`src/rtl/vscale_dmem_ahb_bridge_if.sv`:
```
// Core data-memory port and AHB-Lite master signals for the vscale dmem bridge.
// master = bridge side, slave = core/bus environment side.
interface vscale_dmem_ahb_bridge_if;
   logic        dmem_en;
   logic        dmem_wen;
   logic [2:0]  dmem_size;
   logic [31:0] dmem_addr;
   logic [31:0] dmem_wdata_delayed;
   logic [31:0] dmem_rdata;
   logic        dmem_wait;
   logic        dmem_badmem_e;
   logic [31:0] haddr;
   logic        hwrite;
   logic [2:0]  hsize;
   logic [1:0]  htrans;
   logic [3:0]  hprot;
   logic [31:0] hwdata;
   logic [31:0] hrdata;
   logic        hready;
   logic        hresp;

   modport master (
      input  dmem_en, dmem_wen, dmem_size, dmem_addr, dmem_wdata_delayed,
      input  hrdata, hready, hresp,
      output dmem_rdata, dmem_wait, dmem_badmem_e,
      output haddr, hwrite, hsize, htrans, hprot, hwdata
   );

   modport slave (
      output dmem_en, dmem_wen, dmem_size, dmem_addr, dmem_wdata_delayed,
      output hrdata, hready, hresp,
      input  dmem_rdata, dmem_wait, dmem_badmem_e,
      input  haddr, hwrite, hsize, htrans, hprot, hwdata
   );
endinterface

```
`src/rtl/vscale_dmem_ahb_bridge.sv`:
```
// Bridges the vscale data port to AHB-Lite: address phase same cycle, data phase next; stalls core on hready=0.
// Optional VSCALE_DMEM_MISALIGN_CHECK_EN rejects misaligned requests locally and faults them via the MISAL state.
module vscale_dmem_ahb_bridge #(
   parameter logic [3:0] HPROT_VAL = 4'b0001
) (
   input logic                    clk,
   input logic                    reset,
   vscale_dmem_ahb_bridge_if.master bus
);

   localparam logic [1:0] ST_IDLE  = 2'd0;
   localparam logic [1:0] ST_DATA  = 2'd1;
   localparam logic [1:0] ST_ERR   = 2'd2;
`ifdef VSCALE_DMEM_MISALIGN_CHECK_EN
   localparam logic [1:0] ST_MISAL = 2'd3;
`endif

   localparam logic [1:0] HTRANS_IDLE   = 2'b00;
   localparam logic [1:0] HTRANS_NONSEQ = 2'b10;

   logic [1:0]  state;
   logic [1:0]  state_nxt;
   logic [1:0]  launch;
   logic        wen_q;
   logic [2:0]  size_q;
   logic [1:0]  addr_q;
   logic        misal_req;
   logic        issue;
   logic        accept;
   logic        in_data;
   logic        load_done;
   logic [31:0] lane;

`ifdef VSCALE_DMEM_MISALIGN_CHECK_EN
   assign misal_req = bus.dmem_en &&
                      ((bus.dmem_size[1:0] == 2'b01 && bus.dmem_addr[0]) ||
                       (bus.dmem_size[1:0] == 2'b10 && bus.dmem_addr[1:0] != 2'b00) ||
                       (bus.dmem_size[1:0] == 2'b11));
`else
   assign misal_req = 1'b0;
`endif

   assign issue   = !reset && bus.dmem_en && (state != ST_ERR) && !misal_req;
   assign accept  = issue && bus.hready;
   assign in_data = (state == ST_DATA);

   assign bus.htrans = issue ? HTRANS_NONSEQ : HTRANS_IDLE;
   assign bus.haddr  = bus.dmem_addr;
   assign bus.hwrite = bus.dmem_wen;
   assign bus.hsize  = {1'b0, bus.dmem_size[1:0]};
   assign bus.hprot  = HPROT_VAL;

   // Where the bridge goes when the current cycle ends with no data phase holding it.
   always_comb begin
      launch = ST_IDLE;
      if (accept) begin
         launch = ST_DATA;
      end
`ifdef VSCALE_DMEM_MISALIGN_CHECK_EN
      else if (misal_req && bus.hready) begin
         launch = ST_MISAL;
      end
`endif
   end

   always_comb begin
      state_nxt = state;
      case (state)
         ST_DATA: begin
            if (bus.hready) begin
               state_nxt = launch;
            end else if (bus.hresp) begin
               state_nxt = ST_ERR;
            end
         end
         ST_ERR: begin
            if (bus.hready) begin
               state_nxt = ST_IDLE;
            end
         end
         default: state_nxt = launch;
      endcase
   end

   always_ff @(posedge clk) begin
      if (reset) begin
         state  <= ST_IDLE;
         wen_q  <= 1'b0;
         size_q <= 3'b000;
         addr_q <= 2'b00;
      end else begin
         state <= state_nxt;
         if (accept) begin
            wen_q  <= bus.dmem_wen;
            size_q <= bus.dmem_size;
            addr_q <= bus.dmem_addr[1:0];
         end
      end
   end

   assign bus.dmem_wait = !reset && (state == ST_DATA || state == ST_ERR) && !bus.hready;

`ifdef VSCALE_DMEM_MISALIGN_CHECK_EN
   assign bus.dmem_badmem_e = !reset && ((state == ST_ERR && bus.hready) || state == ST_MISAL);
`else
   assign bus.dmem_badmem_e = !reset && (state == ST_ERR) && bus.hready;
`endif

   always_comb begin
      bus.hwdata = 32'h0;
      if (in_data) begin
         case (size_q[1:0])
            2'b00:   bus.hwdata = {4{bus.dmem_wdata_delayed[7:0]}};
            2'b01:   bus.hwdata = {2{bus.dmem_wdata_delayed[15:0]}};
            default: bus.hwdata = bus.dmem_wdata_delayed;
         endcase
      end
   end

   assign load_done = !reset && in_data && bus.hready && !bus.hresp && !wen_q;
   assign lane      = bus.hrdata >> {addr_q, 3'b000};

   always_comb begin
      bus.dmem_rdata = 32'h0;
      if (load_done) begin
         case (size_q)
            3'b000:  bus.dmem_rdata = {{24{lane[7]}}, lane[7:0]};
            3'b001:  bus.dmem_rdata = {{16{lane[15]}}, lane[15:0]};
            3'b100:  bus.dmem_rdata = {24'h0, lane[7:0]};
            3'b101:  bus.dmem_rdata = {16'h0, lane[15:0]};
            default: bus.dmem_rdata = bus.hrdata;
         endcase
      end
   end

endmodule

```
`src/flat_wrapper.sv`:
```
// flat-port wrapper written by rule: the top's interface ports become plain ports
module vscale_dmem_ahb_bridge_flat 
#(
   parameter logic [3:0] HPROT_VAL = 4'b0001
)
  (clk, reset, bus_dmem_en, bus_dmem_wen, bus_dmem_size, bus_dmem_addr, bus_dmem_wdata_delayed, bus_hrdata, bus_hready, bus_hresp, bus_dmem_rdata, bus_dmem_wait, bus_dmem_badmem_e, bus_haddr, bus_hwrite, bus_hsize, bus_htrans, bus_hprot, bus_hwdata);
  vscale_dmem_ahb_bridge_if bus_i ();
  input logic clk;
  input logic reset;
  input wire logic [$bits(bus_i.dmem_en)-1:0] bus_dmem_en;
  input wire logic [$bits(bus_i.dmem_wen)-1:0] bus_dmem_wen;
  input wire logic [$bits(bus_i.dmem_size)-1:0] bus_dmem_size;
  input wire logic [$bits(bus_i.dmem_addr)-1:0] bus_dmem_addr;
  input wire logic [$bits(bus_i.dmem_wdata_delayed)-1:0] bus_dmem_wdata_delayed;
  input wire logic [$bits(bus_i.hrdata)-1:0] bus_hrdata;
  input wire logic [$bits(bus_i.hready)-1:0] bus_hready;
  input wire logic [$bits(bus_i.hresp)-1:0] bus_hresp;
  output wire logic [$bits(bus_i.dmem_rdata)-1:0] bus_dmem_rdata;
  output wire logic [$bits(bus_i.dmem_wait)-1:0] bus_dmem_wait;
  output wire logic [$bits(bus_i.dmem_badmem_e)-1:0] bus_dmem_badmem_e;
  output wire logic [$bits(bus_i.haddr)-1:0] bus_haddr;
  output wire logic [$bits(bus_i.hwrite)-1:0] bus_hwrite;
  output wire logic [$bits(bus_i.hsize)-1:0] bus_hsize;
  output wire logic [$bits(bus_i.htrans)-1:0] bus_htrans;
  output wire logic [$bits(bus_i.hprot)-1:0] bus_hprot;
  output wire logic [$bits(bus_i.hwdata)-1:0] bus_hwdata;
  assign bus_i.dmem_en = bus_dmem_en;
  assign bus_i.dmem_wen = bus_dmem_wen;
  assign bus_i.dmem_size = bus_dmem_size;
  assign bus_i.dmem_addr = bus_dmem_addr;
  assign bus_i.dmem_wdata_delayed = bus_dmem_wdata_delayed;
  assign bus_i.hrdata = bus_hrdata;
  assign bus_i.hready = bus_hready;
  assign bus_i.hresp = bus_hresp;
  assign bus_dmem_rdata = bus_i.dmem_rdata;
  assign bus_dmem_wait = bus_i.dmem_wait;
  assign bus_dmem_badmem_e = bus_i.dmem_badmem_e;
  assign bus_haddr = bus_i.haddr;
  assign bus_hwrite = bus_i.hwrite;
  assign bus_hsize = bus_i.hsize;
  assign bus_htrans = bus_i.htrans;
  assign bus_hprot = bus_i.hprot;
  assign bus_hwdata = bus_i.hwdata;
  vscale_dmem_ahb_bridge #(.HPROT_VAL(HPROT_VAL)) u_core (.clk(clk), .reset(reset), .bus(bus_i));
endmodule
```
`config.mk`:
```
export PLATFORM = sky130hd
export DESIGN_NAME = vscale_dmem_ahb_bridge_flat
export DESIGN_NICKNAME = d
export VERILOG_FILES = /design/src/rtl/vscale_dmem_ahb_bridge_if.sv /design/src/rtl/vscale_dmem_ahb_bridge.sv /design/src/flat_wrapper.sv
export SDC_FILE = /design/constraint.sdc
export NUM_CORES = 1
export LEC_CHECK = 0
export ABC_AREA = 0
export BUFFER_PORTS_ARGS = -buffer_cell sky130_fd_sc_hd__buf_2
export CAP_MARGIN = 20
export CORE_MARGIN = 1.5
export CORE_UTILIZATION = 33
export CTS_CLUSTER_DIAMETER = 40
export CTS_CLUSTER_SIZE = 28
export DETAILED_ROUTE_END_ITERATION = 6
export PLACE_DENSITY_LB_ADDON = 0.05
export SYNTH_ARGS = -nofsm -noshare
export SYNTH_HDL_FRONTEND = slang
export SYNTH_SLANG_ARGS = --single-unit
```
`constraint.sdc`:
```
create_clock -name clk -period 2.2 [get_ports clk]
set_input_delay 0.33 -clock clk [delete_from_list [all_inputs] [get_ports clk]]
set_output_delay 0.33 -clock clk [all_outputs]
set_load 0.05 [all_outputs]
```
==> metrics.md <==
| Metric | Value |
|---|---|
| Vias in the first global route | `around 2.2k` |
| Routability cong. | `0.763` |
| Outcome | `complete, but fails checks` |
| Post-Synth XOR/XNOR Area | `0%` |
| Endpoints failing hold | `0` |
| Wirelength per Cell | `14.2 µm` |
| Crit share post-route | `102%` |
| Global-route wire length before repair | `approximately 10000 µm` |
| Largest net degree at the start of global routing | `35` |
| Drt pass-1 iters | `4` |
| Top cell type's share of synthesized area | `between 15 and 20%` |
| Distinct cells, synth | `28` |
| Number of flops mapped to enable cells by yosys | `0` |
| GRT Total Usage | `18.8%` |
| MaxCap Viol Count | `0` |
| Crit end category | `output port` |
| Max Used Layer | `met4` |
| Met3 Routed Length | `around 570 µm` |
| Met2 routed WL | `3520 µm` |
| Die Height | `82.6 µm` |
| Cell with the most instances after synthesis | `buf_4` |
| Via density | `around 5` |
| Leading area contributor after synthesis | `mux2i_1` |
| Clock root buffer | `clkbuf_8` |
| Post-Synth Simple-Gate Area | `~24%` |
| Main area contributors after synthesis | `mux2i_1 17%, buf_4 15%, dfxtp_1 7.7%, and2_1 7.2%, o21ai_0 7.2%` |
| Worst min path class | `input port to register` |
| Period minus WS final | `around 2.3 ns` |
| Final setup viols | `15` |
| Cell Rows | `28` |
| Ys Warns | `0` |
| Die width | `just over 80 µm` |
| WL met1 | `2820 µm` |
| Die area | `about 7000 µm²` |
| CP Class | `register to output port` |
| Critical Path Start Type | `register` |
| DR iter-0 viols | `37` |
| Max Clk Rate | `444 MHz` |
| Yosys reg bits | `8` |
| Net count, final | `523` |
| Total global routing overflow | `0` |
| CTS clk-pin slew, worst paths | `approximately 0.05 ns` |
| Final HPWL from detailed placement | `5320 µm` |
| Clk_lat worst skew | `0.23 ns` |
| CTS Buffer Depth | `2` |
| Syn Area/Cell | `between 6 and 7 µm²` |
| Post-synthesis adder-cell area fraction | `~1.2%` |
| CP max FO | `15` |
| Sequential share of the synthesized area | `7.66%` |
| Largest family of logic cells by synthesized area | `compound AO/OA/AOI/OAI gates` |
| Residual DRC | `0` |
| Setup Skew | `0.00702 ns` |
| CORE AREA | `6030 µm²` |
| Unrepaired setup endpoints after global routing | `true` |
| Critical path required time | `approximately 1.9 ns` |
| Share of synthesized area spent on multiplexers | `between 10% and 20%` |
| Via count | `about 2.4k` |
| Pre-CTS setup slack | `0.0290 ns` |
| CTS tree | `built` |
| Power after layout | `786 µW` |
| Clk sinks | `8` |
| Static Leakage | `1.57 nW` |
| Commonest cells post-synth | `42 x buf_4, 36 x mux2i_1, 30 x o21ai_0, 24 x and2_1, 24 x nand2_1` |
| R2r startpoint | `u_core.state[0]` |
| Main synth FF type | `dfxtp_1` |
| H-tree depth | `1` |
| Antenna-violating nets left | `0` |
| Cell Area, Synth | `2090 µm²` |
| Max Slew Vio Count | `0` |
| Synthesized instance count | `301` |
| I/O Pins | `213` |
| # diodes | `0` |
| Worst VDD drop | `153 µV` |
| Critical path origin | `u_core.addr_q[0]` |
| Initial Util | `between 30% and 40%` |
| Compound-gate portion of the synthesized area | `between 20% and 30%` |
| Area Growth Syn to Fin | `52.0%` |
| Total CTS buffers | `3` |
| Failing checks | `negative setup slack` |
| HP Start | `bus_dmem_size[2]` |
| Arrival @ worst endpoint | `between 1.5 and 2 ns` |
| Setup TNS | `-0.707 ns` |
| Power Density | `247 nW/µm²` |
| Slack of the critical path | `-0.0545 ns` |
| Share of layout cells above drive strength 1 | `about 53%` |
| Antenna violations before repair | `0` |
| Asr flop ratio synth | `0%` |
| WL final | `6950 µm` |
| Buffers on Ports | `146` |
worst paths after layout:
path / endpoint / slack [ns] / cells past startpoint
worst max-delay path: bus_dmem_rdata[16] / -0.05 / 6
worst min-delay path: u_core.size_q[2] / 0.29 / 3
worst max register to register: u_core.state[0] / 0.85 / 7
worst min register to register: u_core.wen_q / 0.50 / 2
repair_timing:
| item | CTS | global route |
|---|---|---|
| setup endpoints to repair | 31 | 32 |
| buffers inserted | 0 | 1 |
| hold buffers | 0 | 0 |
| gates resized for setup | 60 | 28 |
| pin swaps | 0 | 0 |
cell families (layout without fill, tap and decap cells):
group,Yosys count,in the layout
adder cells (fa/ha/maj),2,2
multiplexers,37,37
flip-flops,8,8
AND/OR/NAND/NOR,97,97
AO/OA/AOI/OAI,79,79
other,2,6
buffers and inverters,76,185
worst max-delay path, stage by stage, from the launching register on:
cell	delay, ns
dfxtp_4	0.37
nand2b_4	0.15
mux4_2	0.50
nor4_4	0.23
buf_12	0.19
a21o_2	0.11
buf_8	0.14
flip-flops by register name (all words and copies together) (netlist names):
register / count
u_core.state: 2
u_core.size_q: 3
u_core.wen_q: 1
u_core.addr_q: 2
report_power, final:
group	switching [mW]	leakage [nW]	total [mW]	internal [mW]
Combinational	0.270	1.48	0.443	0.173
Clock	0.0591	0.0216	0.178	0.119
Sequential	0.0134	0.0678	0.166	0.152
Total	0.342	1.57	0.786	0.444
per-stage QoR:
step | std cells | hold WS (ns) | util (%) | instance area [µm²]
final | 489 | 0.292 | 52.7 | 3180
after global routing | 489 | 0.330 | 52.7 | 3180
after CTS | 488 | 0.295 | 50.8 | 3060
after detailed placement | 485 | 0.496 | 46.9 | 2830
after global placement | 485 | 0.492 | 46.9 | 2830
after floorplan | 305 | 0.409 | - | 2230
layout make-up:
| type | instances | area, µm² |
|---|---|---|
| inverters | 11 | 41.3 |
| flip-flops and latches | 8 | 169 |
| well taps | 75 | 93.8 |
| clock buffers | 3 | 41.3 |
| multi-input cells | 221 | 1660 |
| repair buffers | 171 | 1170 |
| fillers | 611 | 2850 |
per-layer routing:
| layer | vias to the layer above | global-route usage [%] |
|---|---|---|
| li1 | 1211 | - |
| met1 | 1106 | 21.4 |
| met2 | 126 | 35.3 |
| met3 | 2 | 4.51 |
| met4 | 0 | 3.50 |
| met5 | - | 0 |
layout by cell type, fill, tap and decap left out, drive strengths merged:
master  netlist  layout
inv          11      11
mux2i        36      36
nor4bb        1       1
and2         24      24
nor2         22      22
a21oi        10      10
ha            2       2
o221a         7       7
conb          2       6
nor2b         9       9
mux4          1       1
dfxtp         8       8
nand2b       11      11
buf          51     171
clkbuf       14       3
nand2        24      24
nand3b        1       1
o21ai        30      30
a221oi        8       8
nor3          3       3
or3           1       1
nor4          1       1
a21o         16      16
a21boi        8       8
Power figures use the tool's default switching activity.
